## config.mk

```make
export PLATFORM = sky130hd
export DESIGN_NAME = lrwait_queue_ctrl_flat
export DESIGN_NICKNAME = d
export VERILOG_FILES = /design/src/rtl/lrwait_queue_ctrl_if.sv /design/src/rtl/lrwait_queue_ctrl.sv /design/src/flat_wrapper.sv
export SDC_FILE = /design/constraint.sdc
export NUM_CORES = 1
export LEC_CHECK = 0
export CORE_ASPECT_RATIO = 0.6
export CORE_MARGIN = 5
export CORE_UTILIZATION = 64
export CTS_CLUSTER_DIAMETER = 200
export DETAILED_ROUTE_END_ITERATION = 6
export DONT_BUFFER_PORTS = 1
export PLACE_DENSITY_LB_ADDON = 0.05
export REMOVE_ABC_BUFFERS = 1
export SYNTH_ARGS = -nofsm -noshare
export SYNTH_HDL_FRONTEND = slang
export SYNTH_SLANG_ARGS = --single-unit
```

## constraint.sdc

```tcl
create_clock -name clk_i -period 5.8 [get_ports clk_i]
set_clock_uncertainty 0.1 [all_clocks]
set_input_delay 1.16 -clock clk_i [delete_from_list [all_inputs] [get_ports clk_i]]
set_output_delay 1.16 -clock clk_i [all_outputs]
set_load 0.05 [all_outputs]
```

## src/rtl/lrwait_queue_ctrl_if.sv

```systemverilog
// Request/response channel between the qnode/interconnect side and the
// LRWait queue controller. The master drives requests and consumes responses.
interface lrwait_queue_ctrl_if #(
  parameter int unsigned AddrWidth = 32,
  parameter int unsigned DataWidth = 32,
  parameter int unsigned MetaWidth = 12
);
  localparam int unsigned StrbWidth = DataWidth / 8;

  logic [AddrWidth-1:0] in_addr;
  logic                 in_write;
  logic [3:0]           in_amo;
  logic [DataWidth-1:0] in_data;
  logic [StrbWidth-1:0] in_strb;
  logic [MetaWidth-1:0] in_meta;
  logic                 in_lrwait;
  logic                 in_valid;
  logic                 in_ready;

  logic [DataWidth-1:0] rsp_data;
  logic                 rsp_error;
  logic [MetaWidth-1:0] rsp_meta;
  logic                 rsp_lrwait;
  logic                 rsp_valid;
  logic                 rsp_ready;

  modport master (
    output in_addr, in_write, in_amo, in_data, in_strb, in_meta, in_lrwait, in_valid,
    input  in_ready,
    input  rsp_data, rsp_error, rsp_meta, rsp_lrwait, rsp_valid,
    output rsp_ready
  );

  modport slave (
    input  in_addr, in_write, in_amo, in_data, in_strb, in_meta, in_lrwait, in_valid,
    output in_ready,
    output rsp_data, rsp_error, rsp_meta, rsp_lrwait, rsp_valid,
    input  rsp_ready
  );
endinterface

```

## src/rtl/lrwait_queue_ctrl.sv

```systemverilog
// Bank-side LRWait/SCWait queue controller. Keeps a head/tail table per
// reserved address, drives the bank port, sends SuccUpdates to the old tail
// and grants the lock to the new head on WakeUp. One response per request,
// always one cycle after acceptance.
module lrwait_queue_ctrl #(
  parameter int unsigned NumSlots  = 4,
  parameter int unsigned AddrWidth = 32,
  parameter int unsigned DataWidth = 32,
  parameter int unsigned MetaWidth = 12
) (
  input  logic                   clk_i,
  input  logic                   rst_ni,
  lrwait_queue_ctrl_if.slave     bus,
  output logic                   mem_req_o,
  output logic                   mem_we_o,
  output logic [AddrWidth-1:0]   mem_addr_o,
  output logic [DataWidth-1:0]   mem_wdata_o,
  output logic [DataWidth/8-1:0] mem_be_o,
  output logic [3:0]             mem_amo_o,
  input  logic [DataWidth-1:0]   mem_rdata_i
);
  localparam int unsigned IdxWidth = (NumSlots > 1) ? $clog2(NumSlots) : 1;
  localparam logic [3:0]  AmoLrWait = 4'hC;
  localparam logic [3:0]  AmoScWait = 4'hD;

  typedef enum logic [2:0] {
    REQ_PLAIN, REQ_LR_GRANT, REQ_LR_FULL, REQ_LR_SUCC,
    REQ_SC_OK, REQ_SC_FAIL, REQ_WAKE, REQ_WAKE_MISS
  } req_kind_e;

  // Reservation table
  logic [NumSlots-1:0]  tbl_valid_q;
  logic [AddrWidth-1:0] tbl_addr_q [NumSlots];
  logic [MetaWidth-1:0] tbl_head_q [NumSlots];
  logic [MetaWidth-1:0] tbl_tail_q [NumSlots];

  // Response stage (cycle t+1) and read-data hold register
  logic                 s1_valid_q, s1_error_q, s1_lrwait_q, s1_use_rdata_q;
  logic [MetaWidth-1:0] s1_meta_q;
  logic [DataWidth-1:0] s1_data_q;
  logic                 hold_valid_q;
  logic [DataWidth-1:0] hold_data_q;

  logic                 s1_error_d, s1_lrwait_d, s1_use_rdata_d;
  logic [MetaWidth-1:0] s1_meta_d;
  logic [DataWidth-1:0] s1_data_d;

  logic                 accept, hit, full;
  logic [IdxWidth-1:0]  hit_idx, free_idx;
  logic [MetaWidth-1:0] wake_meta;
  req_kind_e            kind;

  assign bus.in_ready = !s1_valid_q || bus.rsp_ready;
  assign accept       = bus.in_valid && bus.in_ready;
  assign full         = &tbl_valid_q;
  assign wake_meta    = bus.in_data[MetaWidth-1:0];

  // Address lookup among valid entries and lowest-index free slot search.
  always_comb begin
    // NOTE: every output of a combinational block gets a default first, so no path can infer a latch.
    hit      = 1'b0;
    hit_idx  = '0;
    free_idx = '0;
    for (int i = 0; i < NumSlots; i++) begin
      if (tbl_valid_q[i] && tbl_addr_q[i] == bus.in_addr && !hit) begin
        hit     = 1'b1;
        hit_idx = IdxWidth'(i);
      end
    end
    for (int i = NumSlots - 1; i >= 0; i--) begin
      if (!tbl_valid_q[i]) free_idx = IdxWidth'(i);
    end
  end

  // Classify the incoming request against the table.
  always_comb begin
    kind = REQ_PLAIN;
    if (bus.in_lrwait) begin
      kind = hit ? REQ_WAKE : REQ_WAKE_MISS;
    end else if (bus.in_amo == AmoLrWait) begin
      kind = hit ? REQ_LR_SUCC : (full ? REQ_LR_FULL : REQ_LR_GRANT);
    end else if (bus.in_amo == AmoScWait) begin
      kind = (hit && tbl_head_q[hit_idx] == bus.in_meta) ? REQ_SC_OK : REQ_SC_FAIL;
    end
  end

  // Bank request and next response fields for an accepted request.
  always_comb begin
    mem_req_o      = 1'b0;
    mem_we_o       = 1'b0;
    mem_addr_o     = '0;
    mem_wdata_o    = '0;
    mem_be_o       = '0;
    mem_amo_o      = '0;
    s1_meta_d      = bus.in_meta;
    s1_data_d      = '0;
    s1_error_d     = 1'b0;
    s1_lrwait_d    = 1'b0;
    s1_use_rdata_d = 1'b0;
    if (accept) begin
      unique case (kind)
        REQ_PLAIN: begin
          mem_req_o      = 1'b1;
          mem_we_o       = bus.in_write;
          mem_addr_o     = bus.in_addr;
          mem_wdata_o    = bus.in_data;
          mem_be_o       = bus.in_strb;
          mem_amo_o      = bus.in_amo;
          s1_use_rdata_d = !bus.in_write;
        end
        REQ_LR_GRANT: begin
          mem_req_o      = 1'b1;
          mem_addr_o     = bus.in_addr;
          s1_use_rdata_d = 1'b1;
        end
        REQ_LR_SUCC: begin
          s1_meta_d   = tbl_tail_q[hit_idx];
          s1_data_d   = DataWidth'(bus.in_meta);
          s1_lrwait_d = 1'b1;
        end
        REQ_SC_OK: begin
          mem_req_o   = 1'b1;
          mem_we_o    = 1'b1;
          mem_addr_o  = bus.in_addr;
          mem_wdata_o = bus.in_data;
          mem_be_o    = bus.in_strb;
        end
        REQ_SC_FAIL: s1_data_d = DataWidth'(1);
        REQ_WAKE: begin
          mem_req_o      = 1'b1;
          mem_addr_o     = tbl_addr_q[hit_idx];
          s1_meta_d      = wake_meta;
          s1_use_rdata_d = 1'b1;
        end
        default: s1_error_d = 1'b1;  // full table or WakeUp without entry
      endcase
    end
  end

  // Entry valid bits: allocate on grant, free on release by the sole holder.
  always_ff @(posedge clk_i or negedge rst_ni) begin
    // NOTE: sequential state uses non-blocking assignments so every register samples pre-edge values.
    if (!rst_ni) begin
      tbl_valid_q <= '0;
    end else if (accept) begin
      if (kind == REQ_LR_GRANT) tbl_valid_q[free_idx] <= 1'b1;
      if (kind == REQ_SC_OK && tbl_head_q[hit_idx] == tbl_tail_q[hit_idx]) begin
        tbl_valid_q[hit_idx] <= 1'b0;
      end
    end
  end

  // Entry payload: address, head and tail metadata.
  // NOTE: payload is not reset; it is only ever read behind its valid bit.
  always_ff @(posedge clk_i) begin
    if (accept) begin
      unique case (kind)
        REQ_LR_GRANT: begin
          tbl_addr_q[free_idx] <= bus.in_addr;
          tbl_head_q[free_idx] <= bus.in_meta;
          tbl_tail_q[free_idx] <= bus.in_meta;
        end
        REQ_LR_SUCC: tbl_tail_q[hit_idx] <= bus.in_meta;
        REQ_WAKE:    tbl_head_q[hit_idx] <= wake_meta;
        default: ;
      endcase
    end
  end

  // Response stage: loads whenever the previous response has left.
  always_ff @(posedge clk_i or negedge rst_ni) begin
    if (!rst_ni) begin
      s1_valid_q     <= 1'b0;
      s1_meta_q      <= '0;
      s1_data_q      <= '0;
      s1_error_q     <= 1'b0;
      s1_lrwait_q    <= 1'b0;
      s1_use_rdata_q <= 1'b0;
    end else if (bus.in_ready) begin
      s1_valid_q <= accept;
      if (accept) begin
        s1_meta_q      <= s1_meta_d;
        s1_data_q      <= s1_data_d;
        s1_error_q     <= s1_error_d;
        s1_lrwait_q    <= s1_lrwait_d;
        s1_use_rdata_q <= s1_use_rdata_d;
      end
    end
  end

  // Capture the one-cycle bank read data the first cycle a response stalls.
  always_ff @(posedge clk_i or negedge rst_ni) begin
    if (!rst_ni) begin
      hold_valid_q <= 1'b0;
      hold_data_q  <= '0;
    end else if (bus.in_ready) begin
      hold_valid_q <= 1'b0;
    end else if (!hold_valid_q) begin
      hold_valid_q <= 1'b1;
      hold_data_q  <= mem_rdata_i;
    end
  end

  assign bus.rsp_valid  = s1_valid_q;
  assign bus.rsp_meta   = s1_meta_q;
  assign bus.rsp_error  = s1_error_q;
  assign bus.rsp_lrwait = s1_lrwait_q;
  assign bus.rsp_data   = s1_use_rdata_q ? (hold_valid_q ? hold_data_q : mem_rdata_i) : s1_data_q;

  // A WakeUp must always find its reservation.
  wake_hit_a: assert property (@(posedge clk_i) disable iff (!rst_ni)
    !(accept && bus.in_lrwait && !hit));

endmodule

```

## src/flat_wrapper.sv

```systemverilog
// flat-port wrapper written by rule: the top's interface ports become plain ports
module lrwait_queue_ctrl_flat 
#(
  parameter int unsigned NumSlots  = 4,
  parameter int unsigned AddrWidth = 32,
  parameter int unsigned DataWidth = 32,
  parameter int unsigned MetaWidth = 12
)
  (clk_i, rst_ni, mem_req_o, mem_we_o, mem_addr_o, mem_wdata_o, mem_be_o, mem_amo_o, mem_rdata_i, bus_in_addr, bus_in_write, bus_in_amo, bus_in_data, bus_in_strb, bus_in_meta, bus_in_lrwait, bus_in_valid, bus_in_ready, bus_rsp_data, bus_rsp_error, bus_rsp_meta, bus_rsp_lrwait, bus_rsp_valid, bus_rsp_ready);
  lrwait_queue_ctrl_if #(.AddrWidth(AddrWidth), .DataWidth(DataWidth), .MetaWidth(MetaWidth)) bus_i ();
  input  logic clk_i;
  input  logic rst_ni;
  output logic mem_req_o;
  output logic mem_we_o;
  output logic [AddrWidth-1:0] mem_addr_o;
  output logic [DataWidth-1:0] mem_wdata_o;
  output logic [DataWidth/8-1:0] mem_be_o;
  output logic [3:0] mem_amo_o;
  input  logic [DataWidth-1:0] mem_rdata_i;
  input wire logic [$bits(bus_i.in_addr)-1:0] bus_in_addr;
  input wire logic [$bits(bus_i.in_write)-1:0] bus_in_write;
  input wire logic [$bits(bus_i.in_amo)-1:0] bus_in_amo;
  input wire logic [$bits(bus_i.in_data)-1:0] bus_in_data;
  input wire logic [$bits(bus_i.in_strb)-1:0] bus_in_strb;
  input wire logic [$bits(bus_i.in_meta)-1:0] bus_in_meta;
  input wire logic [$bits(bus_i.in_lrwait)-1:0] bus_in_lrwait;
  input wire logic [$bits(bus_i.in_valid)-1:0] bus_in_valid;
  output wire logic [$bits(bus_i.in_ready)-1:0] bus_in_ready;
  output wire logic [$bits(bus_i.rsp_data)-1:0] bus_rsp_data;
  output wire logic [$bits(bus_i.rsp_error)-1:0] bus_rsp_error;
  output wire logic [$bits(bus_i.rsp_meta)-1:0] bus_rsp_meta;
  output wire logic [$bits(bus_i.rsp_lrwait)-1:0] bus_rsp_lrwait;
  output wire logic [$bits(bus_i.rsp_valid)-1:0] bus_rsp_valid;
  input wire logic [$bits(bus_i.rsp_ready)-1:0] bus_rsp_ready;
  assign bus_i.in_addr = bus_in_addr;
  assign bus_i.in_write = bus_in_write;
  assign bus_i.in_amo = bus_in_amo;
  assign bus_i.in_data = bus_in_data;
  assign bus_i.in_strb = bus_in_strb;
  assign bus_i.in_meta = bus_in_meta;
  assign bus_i.in_lrwait = bus_in_lrwait;
  assign bus_i.in_valid = bus_in_valid;
  assign bus_in_ready = bus_i.in_ready;
  assign bus_rsp_data = bus_i.rsp_data;
  assign bus_rsp_error = bus_i.rsp_error;
  assign bus_rsp_meta = bus_i.rsp_meta;
  assign bus_rsp_lrwait = bus_i.rsp_lrwait;
  assign bus_rsp_valid = bus_i.rsp_valid;
  assign bus_i.rsp_ready = bus_rsp_ready;
  lrwait_queue_ctrl #(.NumSlots(NumSlots), .AddrWidth(AddrWidth), .DataWidth(DataWidth), .MetaWidth(MetaWidth)) u_core (.clk_i(clk_i), .rst_ni(rst_ni), .bus(bus_i), .mem_req_o(mem_req_o), .mem_we_o(mem_we_o), .mem_addr_o(mem_addr_o), .mem_wdata_o(mem_wdata_o), .mem_be_o(mem_be_o), .mem_amo_o(mem_amo_o), .mem_rdata_i(mem_rdata_i));
endmodule
```

# After elaboration in Yosys (flattened, before gate mapping)
# Memories as Yosys holds them, arrays and structs flattened.
# Cells that the tools add are included.
[classes]
order_cmp = 4
n_eq_ne = 13
mux = 59
bitwise = 3
reduce_logical = 28
[op_table]
columns = ["op", "n"]
rows = [
  ["two-way mux 32 bit", 5],
  ["equality test 32 bit", 4],
  ["case mux 32 bit (2 select lines)", 1],
  ["case mux 12 bit (2 select lines)", 2],
  ["two-way mux 4 bit", 7],
  ["two-way mux 1 bit", 25],
  ["equality test 12 bit", 2],
  ["two-way mux 12 bit", 2],
  ["OR reduction 12 bit", 2],
  ["two-way mux 2 bit", 9],
  ["logical AND 1 bit", 12],
  ["two-way mux 3 bit", 4],
  ["equality test 3 bit (second input constant)", 3],
  ["equality test 4 bit (second input constant)", 2],
  ["< comparator 2 x 3 -> 1 bit (second input constant)", 2],
  ["OR reduction 6 bit", 1],
  ["logical NOT 1 bit", 5],
  ["bitwise AND 4 bit", 1],
  ["demux 1 bit (select 2 bit)", 2],
  ["greater-or-equal comparator 2 x 1 -> 1 bit (second input constant)", 2],
  ["NOT 4 bit", 1],
  ["bitwise OR 4 bit", 1],
  ["case mux 1 bit (2 select lines)", 2],
  ["AND reduction 4 bit", 1],
  ["other kinds (8)", 9],
]
[word_totals]
regBits = 85
ram_bits = 224
inputBits = 122
output_inout_bits = 122
mem_count = 3
[mem_list]
columns = ["memory", "depth", "width", "read_ports", "rd_ports_with_merged_regs", "wr", "line_no", "rtl"]
rows = [
  ["u_core.tbl_addr_q", 4, 32, 5, 0, 1, "lrwait_queue_ctrl.sv:33", "logic [AddrWidth-1:0] tbl_addr_q [NumSlots];"],
  ["u_core.tbl_head_q", 4, 12, 1, 0, 1, "lrwait_queue_ctrl.sv:34", "logic [MetaWidth-1:0] tbl_head_q [NumSlots];"],
  ["u_core.tbl_tail_q", 4, 12, 1, 0, 1, "lrwait_queue_ctrl.sv:35", "logic [MetaWidth-1:0] tbl_tail_q [NumSlots];"],
]

# Depth between registers and ports, before layout
# An unclocked memory read counts as a cell.
[logic_depth]
ltp_word = 26
mapped_depth = 16
ltp_nobuf = 12

# Worst setup path before layout
# OpenSTA, ideal clock, no wires.
[synth_timing]
path_type = "input to output"
from = "input bus_in_addr[26]"
to = "output mem_be_o[0]"
arrival_time_ns = 4.823
t_required_ns = 4.540
setup_slack_ns = -0.283
cell_stages = 14
path_buffers = 3
cell_sequence = "buf_4 > xor2_1 > nor4_1 > nand4_1 > or3_1 > buf_6 > a31oi_2 > o22a_1 > xor2_1 > or4_4 > nor4_1 > nor2_1 > clkbuf_1 > nor2b_1"
[synth_between]
elab_chain_len = 23
[synth_rtl]
columns = ["element", "line_no", "rtl"]
rows = [
  ["from (decl)", "flat_wrapper.sv:20", "input wire logic [$bits(bus_i.in_addr)-1:0] bus_in_addr;"],
  ["equality test 32 bit", "lrwait_queue_ctrl.sv:65", "if (tbl_valid_q[i] && tbl_addr_q[i] == bus.in_addr && !hit) begin"],
  ["logical AND 1 bit", "lrwait_queue_ctrl.sv:65", ""],
  ["two-way mux 1 bit", "lrwait_queue_ctrl.sv:65", ""],
  ["logical NOT 1 bit", "lrwait_queue_ctrl.sv:65", ""],
  ["logical AND 1 bit", "lrwait_queue_ctrl.sv:65", ""],
  ["two-way mux 1 bit", "lrwait_queue_ctrl.sv:65", ""],
  ["logical NOT 1 bit", "lrwait_queue_ctrl.sv:65", ""],
  ["logical AND 1 bit", "lrwait_queue_ctrl.sv:65", ""],
  ["[7 not listed]", "-", ""],
  ["two-way mux 1 bit", "lrwait_queue_ctrl.sv:83", "kind = (hit && tbl_head_q[hit_idx] == bus.in_meta) ? REQ_SC_OK : REQ_SC_FAIL;"],
  ["two-way mux 3 bit", "lrwait_queue_ctrl.sv:82", "end else if (bus.in_amo == AmoScWait) begin"],
  ["two-way mux 3 bit", "lrwait_queue_ctrl.sv:80", "end else if (bus.in_amo == AmoLrWait) begin"],
  ["two-way mux 3 bit *", "lrwait_queue_ctrl.sv:78", "if (bus.in_lrwait) begin"],
  ["equality test 3 bit or logical NOT 3 bit (tied branches)", "lrwait_queue_ctrl.sv:101", "unique case (kind)"],
  ["OR reduction 2 bit (no source line) *", "-", ""],
  ["two-way mux 4 bit *", "lrwait_queue_ctrl.sv:101", ""],
  ["two-way mux 4 bit *", "lrwait_queue_ctrl.sv:100", "if (accept) begin"],
  ["to (decl)", "flat_wrapper.sv:17", "output logic [DataWidth/8-1:0] mem_be_o;"],
]
# Every way passes the cells marked *; elsewhere a longest branch is shown, timed or not.

# Worst setup path after layout
[layout_timing]
from = "input bus_in_addr[10]"
to = "output mem_addr_o[27]"
[layout_between]
elab_chain_len = 23
[layout_rtl]
columns = ["element", "line_no", "rtl"]
rows = [
  ["equality test 32 bit", "lrwait_queue_ctrl.sv:65", ""],
  ["logical AND 1 bit", "lrwait_queue_ctrl.sv:65", ""],
  ["two-way mux 1 bit", "lrwait_queue_ctrl.sv:65", ""],
  ["logical NOT 1 bit", "lrwait_queue_ctrl.sv:65", ""],
  ["logical AND 1 bit", "lrwait_queue_ctrl.sv:65", ""],
  ["two-way mux 1 bit", "lrwait_queue_ctrl.sv:65", ""],
  ["logical NOT 1 bit", "lrwait_queue_ctrl.sv:65", ""],
  ["logical AND 1 bit", "lrwait_queue_ctrl.sv:65", ""],
  ["[7 not listed]", "-", ""],
  ["two-way mux 1 bit", "lrwait_queue_ctrl.sv:83", ""],
  ["two-way mux 3 bit", "lrwait_queue_ctrl.sv:82", ""],
  ["two-way mux 3 bit", "lrwait_queue_ctrl.sv:80", ""],
  ["two-way mux 3 bit", "lrwait_queue_ctrl.sv:78", ""],
  ["equality test 3 bit (tied with other cells)", "lrwait_queue_ctrl.sv:101", ""],
  ["OR reduction 3 bit (no source line)", "-", ""],
  ["case mux 32 bit (2 select lines) *", "lrwait_queue_ctrl.sv:101", ""],
  ["two-way mux 32 bit *", "lrwait_queue_ctrl.sv:100", ""],
  ["to (decl)", "flat_wrapper.sv:15", "output logic [AddrWidth-1:0] mem_addr_o;"],
]
# Marked as above.

==> impl_metrics.ini <==
[placed_design]
portBuffers = 0
dp_hpwl_mm = 35.5
dp_slack_ns = -0.540
gp_congestion = 1.03
placed_area_um2 = 17500

[clock_tree]
htree_levels = 1
root_buffer = clkbuf_16
cts_tree = yes
cts_inserted_buffers = 26
clk_pin_slew_worst_paths_ns = 0.06
clock_sinks = 289
clockBufferDepth = 3
clk_latency_ns = 0.55
cts-hold-fix-buffers = 0

[power]
seqPwrFrac = 0.505
clkPwrFrac = 0.373
p_leak_nw = 6.55
switchingPower_mw = 1.24
peakVddDrop_mv = 0.255
p_per_area_nw_per_um2 = 251
switching_share = 0.261
comb_power_share = 0.123
intPower_mw = 3.51

[sta]
worst_pin_slew_ns = 1.20
slew_violations = 0
finalSetupTns_ns = -17.34
period_needed_ns = 6.14
final_hold_viol_count = 0
worst_slack_ns = -0.335
setup_viol = 70
max_slew_margin = 0.199
timing.final.crit_share = 1.06
rsz0062_at_grt = yes
timing.fmax_ghz = 0.163
fin_hold_ws_ns = 0.210

[yosys]
synth_most_common_cell = edfxtp_1
synth_area_um2 = 15500
ys_seq_area_frac = 0.537
synth-edff-count = 224
yosys-top-cells-count = edfxtp_1 (224), xnor2_1 (79), xor2_1 (72)
synth_seq_cells = 289
synth_area_leaders = edfxtp_1 (43%), dfrtp_1 (10%), xnor2_1 (4.4%)
synth_warnings = 0
synth_top_area_frac = 0.433
synth_cell_types = 61
synthCells = 1314
ys_async_sr_fraction = 0.225
synth_ff_type = edfxtp_1
syn_area_per_cell_um2 = 11.8
yosys.area.top_type = edfxtp_1

[outcome]
status = complete, but fails checks
violations = negative setup slack

[global_route]
grt_max_degree = 66
antenna_found_initial = 0
grt_use_total = 0.355
grt_overflow = 0
grt_pass1_wl_mm = 73.5
grt_pass1_vias = 11600

[floorplan]
dieHeight_um = 131
fp-row-count = 44
die_w_um = 211
pin_count = 244
start_util = 0.646
dieArea_um2 = 27600
core_um2 = 24100

[final_layout]
layout-drive-gt1-share = 0.269
final_core_util = 0.787
layout.nets = 1577
stdcell_area_um2 = 18900
syn_to_final_growth_pct = 21.7
antenna_cells = 0

[worst_setup_path]
worstPathArrival_ns = 4.88
startpoint_type = input pin
r2r_slack_ns = 1.25
cp-startpoint = bus_in_addr[10]
end_kind = output port
cp.required_ns = 4.54
crit_type = input pin to output port
cp_max_fo = 16
r2r-start = u_core.tbl_addr_q[1][22]

[routing]
viasPerCell = 6.93
vias = 12500
wire_per_inst_um = 28.6
drtIter0Drc = 1838
first_pass_iters = 5
wl_mm = 51.4
drc = 0
ant_nets = 0

[job]
maxCapViolations = 0

[min_path]
hold_path.class = input pin to asynchronous set/reset pin
per-stage QoR:
step	std cells	power [mW]
after floorplan	1198	2.82
after global routing	1797	4.88
after global placement	1733	2.99
after detailed placement	1733	3.00
final	1797	4.76
after CTS	1791	4.73
cell type report:
class	count	area [um^2]
Sequential cell	289	8350
Multi-Input combinational cell	894	6870
Timing Repair Buffer	229	2380
Tap cell	322	403
Fill cell	1471	5130
Clock inverter	9	136
Inverter	15	57.6
Clock buffer	39	727
final timing paths:
kind | endpoint | cells after the start
worst max-delay path | mem_addr_o[27] | 17
worst min-delay path | u_core.hold_data_q[14] | 0
worst max register to register | u_core.s1_use_rdata_q | 20
worst min register to register | u_core.s1_data_q[10] | 2
max in group asynchronous | u_core.bus.rsp_meta[4] | 0
min in group clk_i | u_core.s1_data_q[10] | 2
worst max-delay path, stage by stage:
cell	delay, ns
xnor2_1	0.35
nand4_1	0.24
nor4_1	0.35
buf_4	0.19
and3_1	0.31
buf_4	0.20
a21o_1	0.10
o22a_1	0.17
xor2_1	0.07
or4_4	0.56
nor4_4	0.17
buf_6	0.16
buf_12	0.11
o31ai_4	0.10
clkbuf_16	0.26
a21oi_2	0.18
buf_12	0.16
layer usage:
metal	track usage	wire [um]	up-vias
met4	0.0488	648	0
met2	0.487	21000	971
met5	0	0	-
li1	-	-	5260
met1	0.563	21300	6152
met3	0.118	8490	68
registers in the layout (all words and copies together), names as in the netlist:
name and cells:
u_core.bus.rsp_error 1, u_core.bus.rsp_lrwait 1, u_core.bus.rsp_meta 12, u_core.bus.rsp_valid 1, u_core.hold_data_q 32, u_core.hold_valid_q 1, u_core.s1_data_q 12, u_core.s1_use_rdata_q 1
u_core.tbl_addr_q 128, u_core.tbl_head_q 48, u_core.tbl_tail_q 48, u_core.tbl_valid_q 4
kinds of logic after synthesis:
| logic type | share of synthesized area |
|---|---|
| AO/OA/AOI/OAI | 0.126 |
| AND/OR/NAND/NOR | 0.134 |
| XOR/XNOR | 0.0850 |
| buffers and inverters | 0.0447 |
| multiplexers | 0.0731 |
| flip-flops | 0.537 |
layout by cell type, fill, tap and decap left out, drive strengths merged, types with 36 or more instances in the layout:
cell type / count
a21oi: 54
a22oi: 44
a32oi: 42
buf: 226
clkbuf: 42
dfrtp: 65
edfxtp: 224
mux2: 44
mux2i: 64
nand2: 67
nand3: 55
nor2: 51
nor2b: 58
nor4: 36
o21ai: 38
xnor2: 79
xor2: 72
timing repair:
item | 4_1_cts | 5_1_grt
resized for setup | 27 | 37
pin swaps | 12 | 7
setup endpoints to repair | 70 | 70
cloned | 3 | 2
setup buffers | 7 | 4
power by group through the flow:
stage               clock, mW  combinational (mW)  sequential [mW]
floorplan                   0               0.394             2.42
global placement            0               0.547             2.44
detailed placement          0               0.554             2.44
CTS                      1.77               0.565             2.40
global route             1.87               0.610             2.41
finish                   1.77               0.583             2.40
Note: power is estimated with default switching activity, not from simulation.
